File: src/rtl/ps2_jpd_decoder_pkg.sv
// Shared constants for the PS/2 keyboard to joypad decoder:
// joypad bit positions, special scan codes and the key map.
package jpd_pkg;

  localparam int unsigned JPD_UP      = 9;
  localparam int unsigned JPD_DOWN    = 8;
  localparam int unsigned JPD_LEFT    = 7;
  localparam int unsigned JPD_RIGHT   = 6;
  localparam int unsigned JPD_B       = 5;
  localparam int unsigned JPD_A       = 4;
  localparam int unsigned JPD_TURBO_B = 3;
  localparam int unsigned JPD_TURBO_A = 2;
  localparam int unsigned JPD_SELECT  = 1;
  localparam int unsigned JPD_START   = 0;

  localparam logic [7:0] SC_EXT = 8'hE0;
  localparam logic [7:0] SC_BRK = 8'hF0;
  localparam logic [7:0] SC_BAT = 8'hAA;
  localparam logic [7:0] SC_ERR = 8'hFF;

  // Key map entries are {ext, code}
  localparam logic [8:0] K1_UP      = 9'h01D;
  localparam logic [8:0] K1_DOWN    = 9'h01B;
  localparam logic [8:0] K1_LEFT    = 9'h01C;
  localparam logic [8:0] K1_RIGHT   = 9'h023;
  localparam logic [8:0] K1_B       = 9'h03B;
  localparam logic [8:0] K1_A       = 9'h042;
  localparam logic [8:0] K1_TURBO_B = 9'h03C;
  localparam logic [8:0] K1_TURBO_A = 9'h043;
  localparam logic [8:0] K1_SELECT  = 9'h034;
  localparam logic [8:0] K1_START   = 9'h033;

  localparam logic [8:0] K2_UP      = 9'h175;
  localparam logic [8:0] K2_DOWN    = 9'h172;
  localparam logic [8:0] K2_LEFT    = 9'h16B;
  localparam logic [8:0] K2_RIGHT   = 9'h174;
  localparam logic [8:0] K2_START   = 9'h15A;
  localparam logic [8:0] K2_B       = 9'h069;
  localparam logic [8:0] K2_A       = 9'h072;
  localparam logic [8:0] K2_TURBO_B = 9'h06B;
  localparam logic [8:0] K2_TURBO_A = 9'h073;
  localparam logic [8:0] K2_SELECT  = 9'h075;

  typedef struct packed {
    logic       hit;
    logic       p2;
    logic [3:0] idx;
  } key_hit_t;

  function automatic key_hit_t key_lookup(input logic ext, input logic [7:0] code);
    key_hit_t k;
    k = '{hit: 1'b1, p2: 1'b0, idx: 4'd0};
    case ({ext, code})
      K1_UP:      k.idx = 4'(JPD_UP);
      K1_DOWN:    k.idx = 4'(JPD_DOWN);
      K1_LEFT:    k.idx = 4'(JPD_LEFT);
      K1_RIGHT:   k.idx = 4'(JPD_RIGHT);
      K1_B:       k.idx = 4'(JPD_B);
      K1_A:       k.idx = 4'(JPD_A);
      K1_TURBO_B: k.idx = 4'(JPD_TURBO_B);
      K1_TURBO_A: k.idx = 4'(JPD_TURBO_A);
      K1_SELECT:  k.idx = 4'(JPD_SELECT);
      K1_START:   k.idx = 4'(JPD_START);
      K2_UP:      begin k.p2 = 1'b1; k.idx = 4'(JPD_UP);      end
      K2_DOWN:    begin k.p2 = 1'b1; k.idx = 4'(JPD_DOWN);    end
      K2_LEFT:    begin k.p2 = 1'b1; k.idx = 4'(JPD_LEFT);    end
      K2_RIGHT:   begin k.p2 = 1'b1; k.idx = 4'(JPD_RIGHT);   end
      K2_START:   begin k.p2 = 1'b1; k.idx = 4'(JPD_START);   end
      K2_B:       begin k.p2 = 1'b1; k.idx = 4'(JPD_B);       end
      K2_A:       begin k.p2 = 1'b1; k.idx = 4'(JPD_A);       end
      K2_TURBO_B: begin k.p2 = 1'b1; k.idx = 4'(JPD_TURBO_B); end
      K2_TURBO_A: begin k.p2 = 1'b1; k.idx = 4'(JPD_TURBO_A); end
      K2_SELECT:  begin k.p2 = 1'b1; k.idx = 4'(JPD_SELECT);  end
      default:    k.hit = 1'b0;
    endcase
    return k;
  endfunction

endpackage

File: src/rtl/ps2_jpd_decoder_if.sv
// PS/2 pins in, joypad vectors and frame error out.
interface ps2_jpd_decoder_if;
  logic       i_ps2_clk;
  logic       i_ps2_data;
  logic [9:0] o_jpd_1p;
  logic [9:0] o_jpd_2p;
  logic       o_frame_err;

  modport master (
    output i_ps2_clk, i_ps2_data,
    input  o_jpd_1p, o_jpd_2p, o_frame_err
  );

  modport slave (
    input  i_ps2_clk, i_ps2_data,
    output o_jpd_1p, o_jpd_2p, o_frame_err
  );
endinterface

File: src/rtl/ps2_jpd_decoder_rx.sv
// PS/2 receiver: synchronizers, 11-bit frame FSM, inactivity timeout.
module ps2_rx #(
  parameter int unsigned TIMEOUT_CYC = 50000
) (
  input  logic       clk,
  input  logic       rst_n,
  input  logic       ps2_clk,
  input  logic       ps2_data,
  output logic [7:0] data_byte,
  output logic       byte_valid,
  output logic       frame_err
);

  localparam int unsigned CW = $clog2(TIMEOUT_CYC + 1);

  localparam logic [1:0] S_IDLE   = 2'd0;
  localparam logic [1:0] S_DATA   = 2'd1;
  localparam logic [1:0] S_PARITY = 2'd2;
  localparam logic [1:0] S_STOP   = 2'd3;

  logic [1:0]    clk_sync;
  logic [1:0]    data_sync;
  logic          clk_prev;
  logic          fall;
  logic          data_s;
  logic [1:0]    state;
  logic [2:0]    bit_cnt;
  logic [7:0]    shreg;
  logic          par;
  logic [CW-1:0] cnt;

  // Two-flop synchronizers; reset to the idle-high line level
  always_ff @(posedge clk or negedge rst_n) begin
    if (!rst_n) begin
      clk_sync  <= '1;
      data_sync <= '1;
      clk_prev  <= 1'b1;
    end else begin
      clk_sync  <= {clk_sync[0], ps2_clk};
      data_sync <= {data_sync[0], ps2_data};
      clk_prev  <= clk_sync[1];
    end
  end

  assign fall   = clk_prev & ~clk_sync[1];
  assign data_s = data_sync[1];

  // Frame FSM and timeout; an edge in the timeout cycle takes priority
  always_ff @(posedge clk or negedge rst_n) begin
    if (!rst_n) begin
      state      <= S_IDLE;
      bit_cnt    <= '0;
      shreg      <= '0;
      par        <= 1'b0;
      cnt        <= '0;
      byte_valid <= 1'b0;
      frame_err  <= 1'b0;
    end else begin
      byte_valid <= 1'b0;
      frame_err  <= 1'b0;
      if (fall) begin
        cnt <= '0;
        case (state)
          S_IDLE: begin
            if (!data_s) begin
              state   <= S_DATA;
              bit_cnt <= '0;
            end
          end
          S_DATA: begin
            shreg   <= {data_s, shreg[7:1]};
            bit_cnt <= bit_cnt + 3'd1;
            if (bit_cnt == 3'd7) state <= S_PARITY;
          end
          S_PARITY: begin
            par   <= data_s;
            state <= S_STOP;
          end
          default: begin
            state <= S_IDLE;
            if (data_s && (^{shreg, par})) byte_valid <= 1'b1;
            else                           frame_err  <= 1'b1;
          end
        endcase
      end else begin
        if (cnt != '1) cnt <= cnt + 1'b1;
        if (state != S_IDLE && cnt == CW'(TIMEOUT_CYC - 1)) begin
          state     <= S_IDLE;
          frame_err <= 1'b1;
        end
      end
    end
  end

  assign data_byte = shreg;

endmodule

File: src/rtl/ps2_jpd_decoder.sv
// PS/2 keyboard to dual joypad vector decoder (top level).
module ps2_jpd_decoder
  import jpd_pkg::*;
#(
  parameter int unsigned TIMEOUT_CYC = 50000
) (
  input  logic               i_clk,
  input  logic               i_rstn,
  ps2_jpd_decoder_if.slave   ps2
);

  logic [7:0] data_byte;
  logic       rx_valid;
  logic       rx_err;
  logic       ext;
  logic       brk;
  logic [9:0] jpd_1p;
  logic [9:0] jpd_2p;
  key_hit_t   key;

  ps2_rx #(.TIMEOUT_CYC(TIMEOUT_CYC)) u_rx (
    .clk        (i_clk),
    .rst_n      (i_rstn),
    .ps2_clk    (ps2.i_ps2_clk),
    .ps2_data   (ps2.i_ps2_data),
    .data_byte  (data_byte),
    .byte_valid (rx_valid),
    .frame_err  (rx_err)
  );

  assign key = key_lookup(ext, data_byte);

  // Prefix tracking and key state update on each received byte
  always_ff @(posedge i_clk or negedge i_rstn) begin
    if (!i_rstn) begin
      ext    <= 1'b0;
      brk    <= 1'b0;
      jpd_1p <= '0;
      jpd_2p <= '0;
    end else if (rx_err) begin
      ext <= 1'b0;
      brk <= 1'b0;
    end else if (rx_valid) begin
      if (data_byte == SC_EXT) begin
        ext <= 1'b1;
      end else if (data_byte == SC_BRK) begin
        brk <= 1'b1;
      end else begin
        ext <= 1'b0;
        brk <= 1'b0;
        if (data_byte == SC_BAT || data_byte == SC_ERR) begin
          jpd_1p <= '0;
          jpd_2p <= '0;
        end else if (key.hit) begin
          if (key.p2) jpd_2p[key.idx] <= ~brk;
          else        jpd_1p[key.idx] <= ~brk;
        end
      end
    end
  end

  assign ps2.o_jpd_1p    = jpd_1p;
  assign ps2.o_jpd_2p    = jpd_2p;
  assign ps2.o_frame_err = rx_err;

endmodule

File: src/flat_wrapper.sv
// flat-port wrapper written by rule: the top's interface ports become plain ports
module ps2_jpd_decoder_flat import jpd_pkg::*;
#(
  parameter int unsigned TIMEOUT_CYC = 50000
)
  (i_clk, i_rstn, ps2_i_ps2_clk, ps2_i_ps2_data, ps2_o_jpd_1p, ps2_o_jpd_2p, ps2_o_frame_err);
  ps2_jpd_decoder_if ps2_i ();
  input  logic i_clk;
  input  logic i_rstn;
  input wire logic [$bits(ps2_i.i_ps2_clk)-1:0] ps2_i_ps2_clk;
  input wire logic [$bits(ps2_i.i_ps2_data)-1:0] ps2_i_ps2_data;
  output wire logic [$bits(ps2_i.o_jpd_1p)-1:0] ps2_o_jpd_1p;
  output wire logic [$bits(ps2_i.o_jpd_2p)-1:0] ps2_o_jpd_2p;
  output wire logic [$bits(ps2_i.o_frame_err)-1:0] ps2_o_frame_err;
  assign ps2_i.i_ps2_clk = ps2_i_ps2_clk;
  assign ps2_i.i_ps2_data = ps2_i_ps2_data;
  assign ps2_o_jpd_1p = ps2_i.o_jpd_1p;
  assign ps2_o_jpd_2p = ps2_i.o_jpd_2p;
  assign ps2_o_frame_err = ps2_i.o_frame_err;
  ps2_jpd_decoder #(.TIMEOUT_CYC(TIMEOUT_CYC)) u_core (.i_clk(i_clk), .i_rstn(i_rstn), .ps2(ps2_i));
endmodule
File: config.mk
export PLATFORM = sky130hd
export DESIGN_NAME = ps2_jpd_decoder_flat
export DESIGN_NICKNAME = d
export VERILOG_FILES = /design/src/rtl/ps2_jpd_decoder_pkg.sv /design/src/rtl/ps2_jpd_decoder_if.sv /design/src/rtl/ps2_jpd_decoder_rx.sv /design/src/rtl/ps2_jpd_decoder.sv /design/src/flat_wrapper.sv
export SDC_FILE = /design/constraint.sdc
export NUM_CORES = 1
export LEC_CHECK = 0
export ABC_CLOCK_PERIOD_IN_PS = 5800
export BUFFER_PORTS_ARGS = -buffer_cell sky130_fd_sc_hd__buf_2
export CORE_MARGIN = 2
export CORE_UTILIZATION = 50
export CTS_BUF_LIST = sky130_fd_sc_hd__clkbuf_16
export DETAILED_ROUTE_END_ITERATION = 16
export HOLD_SLACK_MARGIN = 0.06
export PLACE_DENSITY = 0.71
export RECOVER_POWER = 100
export SKIP_LAST_GASP = 1
export SLEW_MARGIN = 20
export SYNTH_ARGS = -nofsm -noshare
export SYNTH_HDL_FRONTEND = slang
export SYNTH_SLANG_ARGS = --single-unit
File: constraint.sdc
create_clock -name i_clk -period 5.8 [get_ports i_clk]
set_input_delay 0.58 -clock i_clk [delete_from_list [all_inputs] [get_ports i_clk]]
set_output_delay 0.58 -clock i_clk [all_outputs]
set_load 0.1 [all_outputs]
-- After elaboration in Yosys (flattened, before gate mapping)
Cells that the tools add are included.
W data, S select, Z words.
- add/subtract/negate cells: 2
- order comparisons: 2
- equal/unequal tests: 35
- mux-type cells: 37
- bitwise logic cells: 6
- reductions and logical operators: 33
- operators with widths (operator ; count):
    $eq A9 B7 Y1 const B ; 7
    $mux W10 ; 6
    $eq A9 B6 Y1 const B ; 5
    $eq A9 B9 Y1 const B ; 5
    $pmux W4 S9 ; 1
    $eq A8 B8 Y1 const B ; 4
    $mux W16 ; 2
    $eq A9 B5 Y1 const B ; 3
    $bwmux W10 ; 2
    $reduce_or A20 Y1 ; 1
    $mux W1 ; 18
    $reduce_or A2 Y1 ; 9
    $add A16 B1 Y16 const B ; 1
    $eq A16 B16 Y1 const B ; 1
    $ne A16 B16 Y1 const B ; 1
    $reduce_bool A2 Y1 ; 7
    $reduce_and A6 Y1 ; 2
    $reduce_or A10 Y1 ; 1
    $reduce_xor A9 Y1 ; 1
    $mux W2 ; 4
    $reduce_and A2 Y1 ; 4
    $ne A2 B2 Y1 const B ; 3
    $ne A3 B3 Y1 const B ; 2
    $pmux W2 S3 ; 1
    17 further kinds ; 24
- bits in registers: 59
- input bits: 4
- output and inout port bits: 21

-- Longest topological paths before layout
- depth in word-level cells: 11
- mapped depth: 9
- gate-level depth less buffers: 7

-- Cells and area by module
Synthesis repeated with hierarchy kept, for this count alone.
- cells, all modules: 351
- area total of the unflattened synthesis: 3430.8 um^2
- by module, submodules not included (module ; instances ; cells an instance ; area each (um^2)):
    ps2_rx ; 1 ; 165 ; 1823.0
    ps2_jpd_decoder ; 1 ; 186 ; 1607.8

-- Worst setup path before layout
Ideal clock, no wire load.
- path type: reg-to-reg
- start point: register u_core.u_rx.frame_err
- end point: register u_core.jpd_1p[0] (netlist: u_core.ps2.o_jpd_1p[0])
- setup time: 0.128 ns
- arrival time: 2.027 ns
- required time: 5.672 ns
- path slack: 3.645 ns
- cell stages (with the launch flop): 7
- buffers on the path: 0
- path through: dfrtp_1 > inv_1 > o311a_1 > o311ai_1 > or4_4 > o21ai_1 > o21ai_1
- word-level cells in the longest chain between the ends: 2
- RTL lines (item ; RTL line ; source):
    start: declaration ; ps2_jpd_decoder_rx.sv:11 ; output logic frame_err
    start signal: assignment ; ps2_jpd_decoder_rx.sv:57 ; frame_err <= 1'b0;
    start signal: assignment ; ps2_jpd_decoder_rx.sv:60 ; frame_err <= 1'b0;
    start signal: assignment ; ps2_jpd_decoder_rx.sv:82 ; else frame_err <= 1'b1;
    $not A1 Y1 (no line) ; n/a ;
    $reduce_and A6 Y1 (no line) ; n/a ;
    end signal: indexed assignment ; ps2_jpd_decoder.sv:56 ; else jpd_1p[key.idx] <= ~brk;
    end: declaration ; ps2_jpd_decoder.sv:17 ; logic [9:0] jpd_1p;
No other way between the ends.
A chain may end at the register's enable or synchronous reset.

-- Worst setup path after layout
- start point: register u_core.u_rx.shreg[0] (netlist: u_core.u_rx.data_byte[0])
- end point: register u_core.jpd_1p[8] (netlist: u_core.ps2.o_jpd_1p[8])
- word-level cells in the longest chain between the ends: 11
- elaborated cells between the ends (all ways): 53
- classes of those cells: order compare (2); eq/ne (25); mux (9); bitwise (2); reduce/logical (15)
- RTL lines (item ; RTL line ; source):
    start: declaration ; ps2_jpd_decoder_rx.sv:28 ; logic [7:0] shreg;
    start signal: assignment ; ps2_jpd_decoder_rx.sv:71 ; shreg <= {data_s, shreg[7:1]};
    $eq A9 B6 Y1, or another cell as far along ; ps2_jpd_decoder_pkg.sv:53 ; case ({ext, code})
    $reduce_or A2 Y1 (no line) ; n/a ;
    $pmux W4 S9 ; ps2_jpd_decoder_pkg.sv:53 ;
    $lt A4 B5 Y1 (not written as such) or $ge A4 B1 Y1 (tied branches) ; ps2_jpd_decoder.sv:56 ;
    $logic_and A1 B1 Y1 (not written as such) ; ps2_jpd_decoder.sv:56 ;
    $mux W1 (not written as such) ; ps2_jpd_decoder.sv:56 ;
    $demux W1 S4 ; n/a ;
    $bwmux W10 ; ps2_jpd_decoder.sv:56 ;
    $mux W10 ; ps2_jpd_decoder.sv:55 ; if (key.p2) jpd_2p[key.idx] <= ~brk;
    $mux W10 ; ps2_jpd_decoder.sv:54 ; end else if (key.hit) begin
    $mux W10 ; ps2_jpd_decoder.sv:51 ; if (data_byte == SC_BAT || data_byte == SC_ERR) begin
Several ways; a longest one is shown, not always the timed one. The select of a mux whose other input is x is not followed.

==> summary.md <==
| Metric | Value |
|---|---|
| Hold depth | 1 |
| Pwr dens | between 300 and 400 mW/mm² |
| Worst-case reg-to-reg path depth | 6 |
| CTS Buffer Depth | 2 |
| Cells after Synth | 362 |
| Die area | around 0.0076 mm² |
| Top cells by area, synth | dfrtp_1 39%, dfstp_2 3.8%, o21ai_0 3.0% |
| Register bit count reported by yosys | 59 |
| Fin crit period | 3.37 ns |
| HP Class | primary input to flop |
| Io pins | 25 |
| Synth top area share | 0.390 |
| First-pass GRT wire length | 13300 µm |
| CP Capture Type | flop |
| Area Overhead vs Synth | 11.2% |
| Largest net degree at the start of global routing | 60 |
| Cell Area, Synth | 0.00347 mm² |
| Slowest CP cell | a21oi_1 |
| DP Worst Slack | 2.94 ns |
| Post-synth cell types | 67 |
| Slew @ Worst Pin | 3.07 ns |
| Post-DP HPWL | 5070 µm |
| DRT antenna net count | 0 |
| Critical Path RT | 5.98 ns |
| CP Class | flop to flop |
| Final hold vios | 0 |
| Seq/Total Area, Yosys | 0.428 |
| Critical-path cell list | or4_1 > a21oi_1 > nor2_1 > o21ai_0 > or3_1 > o22ai_1 |
| Total Power | 1.28 mW |
| CP peak stage delay | 0.90 ns |
| Finished Layout Cells | about 460 |
| Root buffer cell | clkbuf_16 |
| Largest area contributor in the netlist | dfrtp_1 |
| EDFF count, synth | 0 |
| Ys flop type | dfrtp_1 |
| Warnings from Yosys | 0 |
| Register area | 0.00148 mm² |
| Period utilisation layout | 0.581 |
| CP top delay family | compound AO/OA/AOI/OAI gates |
| Post-CTS sizing | 0 |
| Worst skew pair latency | between 0.3 and 0.4 ns |
| Via count | 2828 |
| Max layer used | met4 |
| Final nets | slightly below 400 |
| Area of the multi-input gates | 0.00182 mm² |
| Antenna violations before repair | 0 |
| Row Count | 30 |
| Starting density of the core | 0.513 |
| Layout cells sized above 1 | 0.123 |
| HP Start | ps2_i_ps2_clk |
| Clk sinks | 59 |
| Critical R2R Launch | u_core.u_rx.data_byte[0] |
| Drt initial violations | 293 |
| Metal-1 WL | ~3700 µm |
| RSZ-0062 raised after global routing | no |
| Endpoints failing setup | 0 |
| GPL Wtd Cong | 0.887 |
| Final Max Slew Viols | 60 |
| Wire length per cell | 16.5 µm |
| Syn_nets | 373 |
| Drt via density | 6.13 |
| Number of global-route vias before repair | roughly 2800 |
| Die H | 87.3 µm |
| DRT Wirelength | 7600 µm |
| Syn avg cell area | 9.58 µm² |
| Total core area | 0.00676 mm² |
| Maximum fanout along the worst path | 23 |
| Clock Skew | between 0.005 and 0.006 ns |
| # DRC | 0 |
| Worst-path clk slew | around 0.05 ns |
| Reg2reg end | u_core.ps2.o_jpd_1p[8] |
| Filler cells | 601 |
| DR WL met2 | 3450 µm |
| Worst Path Buf+Inv | 0 |
| Fin Setup TNS | 0 ns |
| Relative slew slack | -1.05 |
| Failing checks | max-capacitance violations, max-slew violations |
| Max Cap Viol | 1 |
| Total gr overflow | 0 |
| Buffers added on ports | 24 |
| Setup ws final | roughly 2.4 ns |
| Gr usage total | 0.220 |
| Status | finished, violations left |
| Met3 Wirelength | 364 µm |
| Critical path data arrival time | roughly 3.6 ns |
| Drt pass-1 iters | 4 |
| Total CTS buffers | 9 |
| Reg-to-reg slack, setup | 2.43 ns |
| Htree depth | 3 |
| F_max | about 300 MHz |
| Hold_buf cts | 0 |
| Setup bufs post-CTS | 0 |
| Worst hold endpoint | u_core.u_rx.clk_sync[0] |
| Die Width | 87.3 µm |
| Number of diodes | 0 |
| Synth async-reset ratio | 1.00 |
| Placed insts | 445 |
| TritonCTS clock tree | yes |
| Peak supply drop | around 0.22 mV |
| CP startpoint kind | flop |
| Leakage | 1.52 nW |
-- area by class of cell --
class / count / area share
clock buffers: 9 / 0.0584
clock inverters: 7 / 0.0201
inverters: 13 / 0.0127
multi-input cells: 267 / 0.472
flip-flops and latches: 59 / 0.385
well taps: 80 / 0.0260
repair buffers: 26 / 0.0263
-- registers in the layout, summed over array words and instances, names as in the netlist --
signal and count:
u_core.u_rx.cnt 16, u_core.ps2.o_jpd_1p 10, u_core.ps2.o_jpd_2p 10, u_core.u_rx.data_byte 8, u_core.u_rx.bit_cnt 3, u_core.u_rx.clk_sync 2
u_core.u_rx.data_sync 2, u_core.u_rx.state 2, u_core.brk 1, u_core.ext 1, u_core.u_rx.byte_valid 1, u_core.u_rx.clk_prev 1
u_core.u_rx.frame_err 1, u_core.u_rx.par 1
-- worst register-to-register path, delay by kind of cell (launching register included) --
| family | cells | cell delay (ns) |
|---|---|---|
| simple gates | 3 | 1.28 |
| flops | 1 | 0.67 |
| compound gates | 3 | 1.29 |
-- where the power goes --
group          switching, mW  leakage (nW)  total [mW]  internal [mW]
Combinational          0.119         0.587       0.221          0.102
Sequential            0.0854         0.796       0.536          0.450
Clock                  0.193         0.134       0.527          0.334
Total                  0.398          1.52        1.28          0.887
-- layer usage --
layer | GRT usage | vias to the layer above
met5 | 0 | -
met4 | 0.0923 | 0
met3 | 0.0445 | 10
met2 | 0.332 | 73
met1 | 0.309 | 1391
li1 | - | 1354
-- how the worst max path moves through the flow --
stage	end	startpoint	depth (start not counted)
global route	u_core.u_rx.data_byte[2]	i_rstn	2
detailed placement	u_core.ps2.o_jpd_1p[8]	u_core.u_rx.data_byte[0]	6
finish	u_core.ps2.o_jpd_1p[8]	u_core.u_rx.data_byte[0]	6
CTS	u_core.ps2.o_jpd_1p[8]	u_core.u_rx.data_byte[0]	6
global placement	u_core.ps2.o_jpd_1p[8]	u_core.u_rx.data_byte[0]	6
floorplan	u_core.ps2.o_jpd_1p[0]	u_core.u_rx.frame_err	6
-- synthesized netlist by cell type (5+ instances only) --
| cell | number |
|---|---|
| nand2_1 | 26 |
| o21ai_0 | 21 |
| a21oi_1 | 9 |
| nor2_1 | 27 |
| and2_1 | 5 |
| nand4_1 | 12 |
| xor2_1 | 11 |
| dfstp_2 | 5 |
| ha_1 | 7 |
| nor3_1 | 8 |
| dfrtp_1 | 54 |
| o31ai_1 | 7 |
| o21ai_1 | 10 |
| inv_1 | 13 |
| nand3_1 | 13 |
| mux2_2 | 8 |
| xnor2_1 | 9 |
| a211oi_1 | 6 |
| buf_2 | 12 |
| and3_1 | 7 |
| nor2b_1 | 6 |
| clkbuf_1 | 8 |
-- logic make-up (layout without fill, tap and decap cells) --
group           count (synthesis)  in the layout  synth area share
compound gates                 87             87             0.175
xor+xnor                       20             20            0.0505
fa+ha+maj                       7              7            0.0253
buf+inv                        36             55            0.0476
flops                          59             59             0.428
mux                            10             10            0.0318
simple gates                  143            143             0.242
-- cell usage in the layout (no fill, tap or decap), types with 4 or more instances in the layout --
cell / n
and3_1: 7
dfrtp_1: 54
o22ai_1: 6
a21oi_1: 10
nand3_1: 13
clkinvlp_4: 4
nor2_1: 27
nand2_1: 26
mux2_2: 8
nor3b_1: 4
nor3_1: 8
dfstp_2: 5
o31ai_1: 7
xnor2_1: 9
and2_1: 4
ha_1: 7
a211oi_1: 6
xor2_1: 11
o21ai_1: 4
clkbuf_1: 23
clkbuf_16: 9
nor2b_1: 6
nand4_1: 12
o21ai_0: 27
inv_1: 13
-- per-stage QoR --
stage          hold WS, ns  area, µm²  utilization
4_1_cts              0.345       3890        0.576
3_3_place_gp         0.348       3590        0.532
2_1_floorplan        0.284       3470            -
6_report             0.354       3850        0.570
5_1_grt              0.337       3850        0.570
3_5_place_dp         0.349       3590        0.532
(Power assumes the default switching activity.)
